`src/rtl/apb_pkg.sv`:
```
// rtl/apb_pkg.sv - shared APB state encoding and default bus widths
package apb_pkg;

  typedef enum logic [1:0] {
    IDLE   = 2'd0,
    SETUP  = 2'd1,
    ACCESS = 2'd2
  } apb_state_e;

  localparam int APB_ADDR_WIDTH = 4;
  localparam int APB_DATA_WIDTH = 8;

endpackage

```
`src/rtl/apb_wait_timer.sv`:
```
// rtl/apb_wait_timer.sv - saturating wait-state counter with timeout flag
module apb_wait_timer #(
  parameter int TIMEOUT = 16
) (
  input  logic clk_i,
  input  logic rst_i,
  input  logic en_i,
  input  logic clr_i,
  output logic expired_o
);

  localparam int CW = (TIMEOUT < 1) ? 1 : $clog2(TIMEOUT + 1);
  localparam logic [CW-1:0] SAT  = CW'((TIMEOUT == 0) ? 1 : TIMEOUT);
  localparam logic [CW-1:0] LAST = CW'((TIMEOUT == 0) ? 0 : TIMEOUT - 1);

  logic [CW-1:0] count_q;
  logic [CW-1:0] count_d;

  always_comb begin
    count_d = count_q;
    if (clr_i) begin
      count_d = '0;
    end else if (en_i && (count_q != SAT)) begin
      count_d = count_q + CW'(1);
    end
  end

  always_ff @(posedge clk_i) begin
    if (rst_i) begin
      count_q <= '0;
    end else begin
      count_q <= count_d;
    end
  end

  // Fires on the cycle that would be the TIMEOUT-th low-ready cycle, so the
  // abort lands on the following edge.
  assign expired_o = (TIMEOUT != 0) && en_i && (count_q >= LAST);

endmodule

```
`src/rtl/apb_master.sv`:
```
// rtl/apb_master.sv - valid/ready command to two-phase APB requester
module apb_master
  import apb_pkg::*;
#(
  parameter int ADDR_WIDTH = APB_ADDR_WIDTH,
  parameter int DATA_WIDTH = APB_DATA_WIDTH,
  parameter int TIMEOUT    = 16
) (
  input  logic                  pclk,
  input  logic                  preset,
  input  logic                  cmd_valid,
  output logic                  cmd_ready,
  input  logic                  cmd_write,
  input  logic [ADDR_WIDTH-1:0] cmd_addr,
  input  logic [DATA_WIDTH-1:0] cmd_wdata,
  output logic                  rsp_valid,
  output logic [DATA_WIDTH-1:0] rsp_rdata,
  output logic                  rsp_err,
  output logic                  psel,
  output logic                  penable,
  output logic                  pwrite,
  output logic [ADDR_WIDTH-1:0] paddr,
  output logic [DATA_WIDTH-1:0] pwdata,
  input  logic [DATA_WIDTH-1:0] prdata,
  input  logic                  pready
);

  apb_state_e            state_q, state_d;
  logic                  psel_q, psel_d;
  logic                  penable_q, penable_d;
  logic                  pwrite_q, pwrite_d;
  logic [ADDR_WIDTH-1:0] paddr_q, paddr_d;
  logic [DATA_WIDTH-1:0] pwdata_q, pwdata_d;
  logic                  rsp_valid_q, rsp_valid_d;
  logic [DATA_WIDTH-1:0] rsp_rdata_q, rsp_rdata_d;
  logic                  rsp_err_q, rsp_err_d;
  logic                  accept;
  logic                  wait_en;
  logic                  expired;

  assign cmd_ready = (state_q == IDLE) && !preset;
  assign accept    = cmd_valid && cmd_ready;
  assign wait_en   = (state_q == ACCESS) && !pready;

  apb_wait_timer #(
    .TIMEOUT (TIMEOUT)
  ) u_wait_timer (
    .clk_i     (pclk),
    .rst_i     (preset),
    .en_i      (wait_en),
    .clr_i     (accept),
    .expired_o (expired)
  );

  always_comb begin
    state_d     = state_q;
    psel_d      = 1'b0;
    penable_d   = 1'b0;
    pwrite_d    = pwrite_q;
    paddr_d     = paddr_q;
    pwdata_d    = pwdata_q;
    rsp_valid_d = 1'b0;
    rsp_rdata_d = rsp_rdata_q;
    rsp_err_d   = rsp_err_q;
    unique case (state_q)
      IDLE: begin
        if (accept) begin
          state_d  = SETUP;
          psel_d   = 1'b1;
          pwrite_d = cmd_write;
          paddr_d  = cmd_addr;
          pwdata_d = cmd_wdata;
        end
      end
      SETUP: begin
        state_d   = ACCESS;
        psel_d    = 1'b1;
        penable_d = 1'b1;
      end
      ACCESS: begin
        psel_d    = 1'b1;
        penable_d = 1'b1;
        // Completion takes priority over a timeout landing on the same cycle.
        if (pready) begin
          state_d     = IDLE;
          psel_d      = 1'b0;
          penable_d   = 1'b0;
          rsp_valid_d = 1'b1;
          rsp_err_d   = 1'b0;
          if (!pwrite_q) begin
            rsp_rdata_d = prdata;
          end
        end else if (expired) begin
          state_d     = IDLE;
          psel_d      = 1'b0;
          penable_d   = 1'b0;
          rsp_valid_d = 1'b1;
          rsp_err_d   = 1'b1;
          rsp_rdata_d = '0;
        end
      end
      default: begin
        state_d = IDLE;
      end
    endcase
  end

  always_ff @(posedge pclk) begin
    if (preset) begin
      state_q     <= IDLE;
      psel_q      <= 1'b0;
      penable_q   <= 1'b0;
      pwrite_q    <= 1'b0;
      paddr_q     <= '0;
      pwdata_q    <= '0;
      rsp_valid_q <= 1'b0;
      rsp_rdata_q <= '0;
      rsp_err_q   <= 1'b0;
    end else begin
      state_q     <= state_d;
      psel_q      <= psel_d;
      penable_q   <= penable_d;
      pwrite_q    <= pwrite_d;
      paddr_q     <= paddr_d;
      pwdata_q    <= pwdata_d;
      rsp_valid_q <= rsp_valid_d;
      rsp_rdata_q <= rsp_rdata_d;
      rsp_err_q   <= rsp_err_d;
    end
  end

  assign psel      = psel_q;
  assign penable   = penable_q;
  assign pwrite    = pwrite_q;
  assign paddr     = paddr_q;
  assign pwdata    = pwdata_q;
  assign rsp_valid = rsp_valid_q;
  assign rsp_rdata = rsp_rdata_q;
  assign rsp_err   = rsp_err_q;

endmodule

```
`config.mk`:
```
export PLATFORM = sky130hd
export DESIGN_NAME = apb_master
export DESIGN_NICKNAME = d
export VERILOG_FILES = /design/src/rtl/apb_pkg.sv /design/src/rtl/apb_wait_timer.sv /design/src/rtl/apb_master.sv
export SDC_FILE = /design/constraint.sdc
export NUM_CORES = 1
export LEC_CHECK = 0
export CAP_MARGIN = 40
export CORE_MARGIN = 10
export CORE_UTILIZATION = 46
export CTS_CLUSTER_DIAMETER = 50
export CTS_CLUSTER_SIZE = 8
export DETAILED_ROUTE_END_ITERATION = 16
export PLACE_DENSITY = 0.83
export SLEW_MARGIN = 20
export SYNTH_ARGS = -nofsm -noshare
export SYNTH_HDL_FRONTEND = slang
export SYNTH_HIERARCHICAL = 1
export SYNTH_SLANG_ARGS = --single-unit
```
`constraint.sdc`:
```
create_clock -name pclk -period 3.11 [get_ports pclk]
set_input_delay 0.622 -clock pclk [delete_from_list [all_inputs] [get_ports pclk]]
set_output_delay 0.622 -clock pclk [all_outputs]
set_load 0.1 [all_outputs]
```
Word-level counts from Yosys, hierarchy flattened
Index checks and enable logic that the tools add are counted.
Storage, ports and cells
  register bits: 32
  bits in latches: 0
  memory bits (writable): 0
  bits in read-only memories: 0
  input port bits: 25
  output and inout port bits: 26
  memories kept: 0
Operators by class
  add/sub/neg operators: 1
  multiply operators: 0
  divide/modulo/power cells: 0
  magnitude comparators: 1
  equality and inequality tests: 6
  shift operators: 0
  multiplexer cells: 16
  bitwise logic cells: 1
  reduce and logical (&&, ||, !) cells: 15
Operators by type and width (number)
  2-to-1 mux 8 bit: 3
  2-to-1 mux 1 bit: 7
  2-to-1 mux 2 bit: 3
  one-hot mux 2 bit (3 select lines): 1
  AND reduction 2 bit: 3
  adder 5 x 1 -> 5 bit (second input constant): 1
  greater-or-equal comparator 5 x 4 -> 1 bit (second input constant): 1
  logical AND 1 bit: 5
  != test 5 bit (second input constant): 1
  != test 2 bit (second input constant): 2
  OR reduction 2 bit: 2
  != test 3 bit (second input constant): 1
  one-hot mux 1 bit (3 select lines): 1
  AND reduction 3 bit: 1
  equality test 2 x 1 -> 1 bit (second input constant): 1
  equality test 2 bit (second input constant): 1
  logical NOT 1 bit: 2
  logical NOT 2 bit: 1
  one-hot mux 1 bit (2 select lines): 1
  nonzero test 2 bit: 1
  inverter 1 bit: 1

Longest topological paths before layout
Gate-level depths: netlist (run 1).
  word-level depth: 6
  gate-level depth with buffers: 8
  mapped depth without buffers: 8

By module
The synthesis (run 1) kept the hierarchy.
Modules (own cells, without submodules)
  apb_master: times used 1, cells an instance 110, area each 1028.5 um2, seq. area each 540.5 um2
  apb_wait_timer: times used 1, cells an instance 33, area each 311.5 um2, seq. area each 100.1 um2

Worst setup path after synthesis (run 1)
OpenSTA, ideal clock, no wires.
  path kind: input -> output
  start point: input port preset
  end point: output port cmd_ready
  arrival time: 1.957 ns
  required time: 2.488 ns
  path slack: 0.531 ns
  stages: 1
  path buffers: 0
  cell sequence: nor2b_1
On the way
  word-level cells in the longest chain between the ends: 2
RTL lines
  start: declaration: line apb_master.sv:10  | input logic preset,
  logical NOT 1 bit: line apb_master.sv:41  | assign cmd_ready = (state_q == IDLE) && !preset;
  logical AND 1 bit: line apb_master.sv:41
  end: declaration: line apb_master.sv:12  | output logic cmd_ready,
Every way passes these cells.

Worst setup path after layout (run 1)
Ends and elaborated chain as after synthesis.

==> results of run 1 <==
-- worst paths after layout --
check	from	to	cells past startpoint
min reg2reg	pwdata[6]	pwdata[6]	2
max reg2reg	state_q[0]	rsp_rdata[3]	7
min	pwdata[6]	pwdata[6]	2
max	preset	cmd_ready	3
-- sequential cells by signal (all words and copies together), names as in the netlist --
| register | flops |
|---|---|
| rsp_rdata | 8 |
| state_q | 2 |
| paddr | 4 |
| rsp_err | 1 |
| penable | 1 |
| psel | 1 |
| pwdata | 8 |
| pwrite | 1 |
| rsp_valid | 1 |
| u_wait_timer/count_q | 5 |
-- critical path: stages --
cell             delay, ns
clkdlybuf4s50_1       0.62
nor2b_1               0.29
buf_12                0.21
-- cell type report --
class | instances | area share, %
inverters | 6 | 1.21
multi-input cells | 100 | 35.2
repair buffers | 52 | 24.9
clock buffers | 5 | 2.02
well taps | 31 | 2.09
flip-flops and latches | 32 | 34.5
-- per-layer routing --
layer / vias to the layer above / share of wire [%] / track usage, %
li1: 602 / - / -
met1: 556 / 40 / 14.0
met3: 9 / 13 / 9.71
met4: 0 / 2.3 / 4.35
met5: - / 0 / 0
met2: 46 / 45 / 19.4
-- placed cells by master (no fill, tap or decap) --
cell	netlist	routed
nand3b_1	1	1
buf_4	0	27
a211oi_1	1	1
nand2b_1	1	1
a21o_1	1	1
o211a_1	2	2
nand4bb_4	1	1
nand4_1	2	2
xor2_1	1	1
nor2b_1	4	4
nand2_2	1	1
o21ai_1	15	15
and3b_1	1	1
nor3_2	2	2
a21boi_0	1	1
mux2i_1	2	2
and3_2	1	1
clkbuf_4	0	5
nor2_1	2	2
a32o_1	8	8
nor3_1	2	2
nor2_4	1	1
ha_1	8	8
inv_2	1	1
nand2_1	32	32
nor3b_1	1	1
nand3_1	2	2
a21oi_1	3	3
or3b_1	1	1
clkdlybuf4s50_1	0	24
o21ai_0	2	2
buf_12	0	1
a31oi_1	1	1
dfxtp_1	32	32
inv_1	5	5
-- power groups by stage --
stage	clock network (uW)	logic, uW	registers [uW]
global placement	0	288	455
finish	203	291	448
floorplan	0	66.0	595
global route	230	307	451
detailed placement	0	292	457
CTS	209	293	448
-- metrics by stage --
step | hold WS (ns) | setup WS [ns]
after detailed placement | 0.442 | 0.533
after global placement | 0.437 | 0.601
after CTS | 0.454 | 0.721
after global routing | 0.486 | 0.701
final | 0.450 | 0.748
after floorplan | 0.479 | 0.531
-- logic make-up after synthesis --
logic type,after synthesis
and+or+nand+nor,55
xor gates and xnor gates,1
DFF,32
muxes,2
buffers and inverters,11
AOI/OAI and AO/OA,34
adders and majority gates,8
==> flow_metrics.env, run 1 <==
export IMPL_hold_buffers=0
export IMPL_first_iter_violations=53
export IMPL_syn_inst=143
export IMPL_wl_per_cell_um=15.2
export IMPL_seqPwrFrac_pct=47.6
export IMPL_synth_xor_area_share_pct=0.654
export IMPL_pwr_density_cell_nw_per_um2=507
export IMPL_grt_first_pass_wirelength_mm=5.59
export IMPL_clk_latency_ns=0.33
export IMPL_die_area_um2=5470
export IMPL_async_reset_ff_share_pct=0
export IMPL_synth_cell_types=33
export IMPL_regArea_um2=641
export IMPL_synthSimpleGateAreaFrac_pct=22.1
export IMPL_r2r_slack_ns=0.93
export IMPL_ios=51
export IMPL_power_internal_uw=588
export IMPL_finalSetupViolCount=0
export IMPL_comb_power_share_pct=30.9
export IMPL_synth_compound_area_share_pct=17.1
export IMPL_cts_buffer_depth=2
export IMPL_antennaDiodeCount=0
export IMPL_maxCapViolations=0
export IMPL_avgSynthCellArea_um2=9.37
export IMPL_ant_nets=0
export IMPL_tns_ns=0
export IMPL_clock_sinks=32
export IMPL_antenna_found_initial=0
export IMPL_synth_top_area_share_pct=47.8
export IMPL_maxSlewHeadroom_pct=61.1
export IMPL_finalInstanceArea_um2=1860
export IMPL_cts_root_buf="clkbuf_4"
export IMPL_multi_input_area_um2=654
export IMPL_cp_end_kind="primary output"
export IMPL_synth_adder_area_share_pct=7.47
export IMPL_grt_max_degree=25
export IMPL_yosys_area_top_type="dfxtp_1"
export IMPL_post_route_util_pct=66.8
export IMPL_nNetsFinal=230
export IMPL_switchingPower_uw=353
export IMPL_cts_tree="built"
export IMPL_fp_dieW_um=74.0
export IMPL_vias=1213
export IMPL_setup_worst_path_class="input port to primary output"
export IMPL_overflow=0
export IMPL_clk_pin_slew_ns=0.08
export IMPL_globalplace_congestion=0.850
export IMPL_final_instance_count_excl_fill=226
export IMPL_remaining_drc_errors=0
export IMPL_num_rows=19
export IMPL_dpl_cell_area_um2=1820
export IMPL_max_freq_mhz=423
export IMPL_final_hold_viol_count=0
export IMPL_dr_pass1_iters=4
export IMPL_ys_flop_type="dfxtp_1"
export IMPL_synth_edf_count=0
export IMPL_synth_top_family_by_area="simple AND/OR/NAND/NOR gates"
export IMPL_netSwitchingFraction_pct=37.5
export IMPL_muxShareOfSynthArea_pct=1.49
export IMPL_dp_hpwl_mm=2.71
export IMPL_finalPower_uw=941
export IMPL_arrival_ns=1.74
export IMPL_holdCritPathClass="flip-flop to flip-flop"
export IMPL_fin_crit_ns=2.36
export IMPL_cp_max_fo=9
export IMPL_slew_violations=0
export IMPL_area_delta_synth_final_pct=38.6
export IMPL_peakVddDrop_mv=0.427
export IMPL_post_cts_resized=0
export IMPL_core_area_um2=2780
export IMPL_syn_area_um2=1340
export IMPL_routed_wl_mm=3.43
export IMPL_tightest_slew_ns=0.580
export IMPL_syn_nets=176
export IMPL_ys_warn_count=6
export IMPL_cts_max_level=2
export IMPL_track_usage_pct=13.0
export IMPL_ys_seq_area_share_pct=47.8
export IMPL_dp_cells=221
export IMPL_critPathLaunchType="input port"
export IMPL_cts_buffers=5
export IMPL_status="complete, no violations"
export IMPL_required_ns=2.49
export IMPL_placement_io_buffers=50
export IMPL_synth_common_cells="dfxtp_1 (32), nand2_1 (32), o21ai_1 (15)"
export IMPL_post_cts_buffers=0
export IMPL_power_clock_fraction_pct=21.5
export IMPL_rsz0062_at_grt="false"
export IMPL_grt_pass1_vias=1224
export IMPL_fill_cells=219
export IMPL_period_share_pct=76.0
export IMPL_p_leak_uw=0.000788
export IMPL_fin_skew_ns=0.00993
export IMPL_die_h_um=74.0
export IMPL_synth_area_top_cells="dfxtp_1 (48%), nand2_1 (9.0%), ha_1 (7.5%), a32o_1 (6.0%), o21ai_1 (5.6%)"
export IMPL_synth_seq_cells=32
export IMPL_viasPerCell=5.37
export IMPL_drive_gt1_share_pct=20.5
export IMPL_initial_core_util_pct=48.2
Power figures use the tool's default switching activity.
==> run 2, diff against run 1 <==
--- a/config.mk
+++ b/config.mk
@@ -7,11 +7,11 @@
 export LEC_CHECK = 0
 export CAP_MARGIN = 40
 export CORE_MARGIN = 10
-export CORE_UTILIZATION = 46
+export CORE_UTILIZATION = 39
 export CTS_CLUSTER_DIAMETER = 50
 export CTS_CLUSTER_SIZE = 8
 export DETAILED_ROUTE_END_ITERATION = 16
-export PLACE_DENSITY = 0.83
+export PLACE_DENSITY = 0.75
 export SLEW_MARGIN = 20
 export SYNTH_ARGS = -nofsm -noshare
 export SYNTH_HDL_FRONTEND = slang
==> constraint.sdc (replaced) <==
create_clock -name pclk -period 2.1 [get_ports pclk]
set_input_delay 0.42 -clock pclk [delete_from_list [all_inputs] [get_ports pclk]]
set_output_delay 0.42 -clock pclk [all_outputs]
set_load 0.1 [all_outputs]
==> run 2 against run 1 <==
Against the previous run: final cell count is 9.7% higher; combinational power is 51% higher; register-to-register slack worse by 0.85 ns; cell area is 5.1% higher; utilization is 8.3 points lower; via count is 0.25% lower; critical endpoint is now state_q[1]; largest cell class unchanged; highest routed layer unchanged.
==> flow_metrics.env, run 2 (same netlist as run 1, synthesis figures left out) <==
export IMPL_grt_first_pass_wirelength_mm=5.49
export IMPL_holdPathStages=2
export IMPL_fp_dieW_um=78.6
export IMPL_post_cts_resized=1
export IMPL_maxCapViolations=0
export IMPL_cts_tree="built"
export IMPL_pwr_density_cell_nw_per_um2=760
export IMPL_placement_io_buffers=50
export IMPL_dp_hpwl_mm=2.63
export IMPL_status="complete, no violations"
export IMPL_switchingPower_uw=528
export IMPL_ios=51
export IMPL_post_cts_buffers=0
export IMPL_nNetsFinal=235
export IMPL_cts_max_level=2
export IMPL_first_iter_violations=52
export IMPL_netSwitchingFraction_pct=35.6
export IMPL_rsz0062_at_grt="true"
export IMPL_cpMostUsedCell="ha_1"
export IMPL_fin_crit_ns=2.02
export IMPL_track_usage_pct=11.0
export IMPL_initial_core_util_pct=40.2
export IMPL_worstHoldStart="pwdata[5]"
export IMPL_antenna_found_initial=0
export IMPL_setup_worst_path_class="flip-flop to flip-flop"
export IMPL_core_area_um2=3340
export IMPL_cts_buffer_depth=2
export IMPL_routed_wl_mm=3.36
export IMPL_die_h_um=78.6
export IMPL_slowest_stage="or3b_4"
export IMPL_clk_latency_ns=0.33
export IMPL_max_stage_delay_ns=0.38
export IMPL_reg2regPathDepth=9
export IMPL_critPathLaunchType="flip-flop"
export IMPL_period_share_pct=96.0
export IMPL_finalSetupViolCount=0
export IMPL_max_freq_mhz=496
export IMPL_wl_per_cell_um=13.5
export IMPL_finalPower_uw=1480
export IMPL_holdCritPathClass="flip-flop to flip-flop"
export IMPL_grt_pass1_vias=1221
export IMPL_slew_violations=0
export IMPL_crit_chain="ha_1 -> and3_2 -> ha_1 -> nor2_1 -> a21boi_1 -> buf_4 -> or3b_4 -> a21o_1 -> a21oi_1"
export IMPL_final_hold_viol_count=0
export IMPL_cts_buffers=5
export IMPL_critical_path_startpoint="u_wait_timer/count_q[1]"
export IMPL_cp_max_fo=5
export IMPL_antennaDiodeCount=0
export IMPL_viasPerCell=4.88
export IMPL_cp_end_kind="flip-flop"
export IMPL_comb_power_share_pct=29.5
export IMPL_dr_pass1_iters=4
export IMPL_grt_max_degree=25
export IMPL_drive_gt1_share_pct=25.2
export IMPL_vias=1210
export IMPL_r2r_start="u_wait_timer/count_q[1]"
export IMPL_clk_pin_slew_ns=0.10
export IMPL_power_clock_fraction_pct=25.9
export IMPL_remaining_drc_errors=0
export IMPL_fin_skew_ns=0.00958
export IMPL_p_leak_uw=0.000833
export IMPL_layout_common_cells="nand2_1 (32), buf_4 (32), dfxtp_1 (31)"
export IMPL_power_internal_uw=956
export IMPL_num_rows=21
export IMPL_tightest_slew_ns=0.475
export IMPL_arrival_ns=2.28
export IMPL_die_area_um2=6180
export IMPL_cts_root_buf="clkbuf_4"
export IMPL_peakVddDrop_mv=0.442
export IMPL_required_ns=2.36
export IMPL_clock_sinks=32
export IMPL_overflow=0
export IMPL_ant_nets=0
export IMPL_hold_buffers=0
export IMPL_maxSlewHeadroom_pct=68.2
export IMPL_area_delta_synth_final_pct=45.6
export IMPL_whs_ns=0.456
export IMPL_globalplace_congestion=0.750
export IMPL_seqPwrFrac_pct=44.6
export IMPL_fill_cells=303
## run 2: cell types whose count changed in the layout (fill, tap and decap cells not counted), sizes merged
cell,before,now
clkbuf,5,7
buf,28,33
## run 2: area by class of cell
cell class,instances,area (um2),share of cell area [%]
flip-flops and latches,32,642,32.9
well taps,46,57.6,2.95
clock buffers,7,65.1,3.34
inverters,6,22.5,1.15
multi-input cells,100,663,34.0
repair buffers,57,500,25.7
## run 2: power by group through the flow
| stage | combinational [uW] | sequential [uW] | clock, uW |
|---|---|---|---|
| floorplan | 98.5 | 881 | 0 |
| global placement | 435 | 674 | 0 |
| detailed placement | 439 | 675 | 0 |
| CTS | 440 | 663 | 402 |
| global route | 462 | 666 | 426 |
| finish | 438 | 662 | 384 |
## run 2: per-stage QoR
stage | worst slack [ns] | TNS, ns | cell area [um2] | instances | utilization (%)
2_1_floorplan | 0.0480 | 0 | 1340 | 143 | -
3_3_place_gp | 0.0811 | 0 | 1880 | 241 | 56.3
3_5_place_dp | 0.0293 | 0 | 1880 | 241 | 56.3
4_1_cts | 0.0132 | 0 | 1940 | 248 | 58.3
5_1_grt | -0.0346 | -0.0346 | 1950 | 248 | 58.5
6_report | 0.0849 | 0 | 1950 | 248 | 58.5
## run 2: path summary, 6_finish.rpt
path	slack [ns]	to
hold reg to reg	0.46	pwdata[5]
hold / removal	0.46	pwdata[5]
setup / recovery	0.08	state_q[1]
setup reg to reg	0.08	state_q[1]
## run 2: layer usage
layer	part of all wire, %	GRT usage [%]	vias up	wire, um
li1	-	-	617	-
met1	40	11.7	542	1340
met2	47	16.9	44	1590
met3	11	6.72	7	369
met4	1.5	5.38	0	50
met5	0	0	-	0
## run 2: critical path, delay by kind of cell, from the launching register on
family / cells / cell delay (ns)
fa+ha+maj: 2 / 0.38
flops: 1 / 0.35
compound gates: 3 / 0.38
simple gates: 3 / 0.69
buf+inv: 1 / 0.15
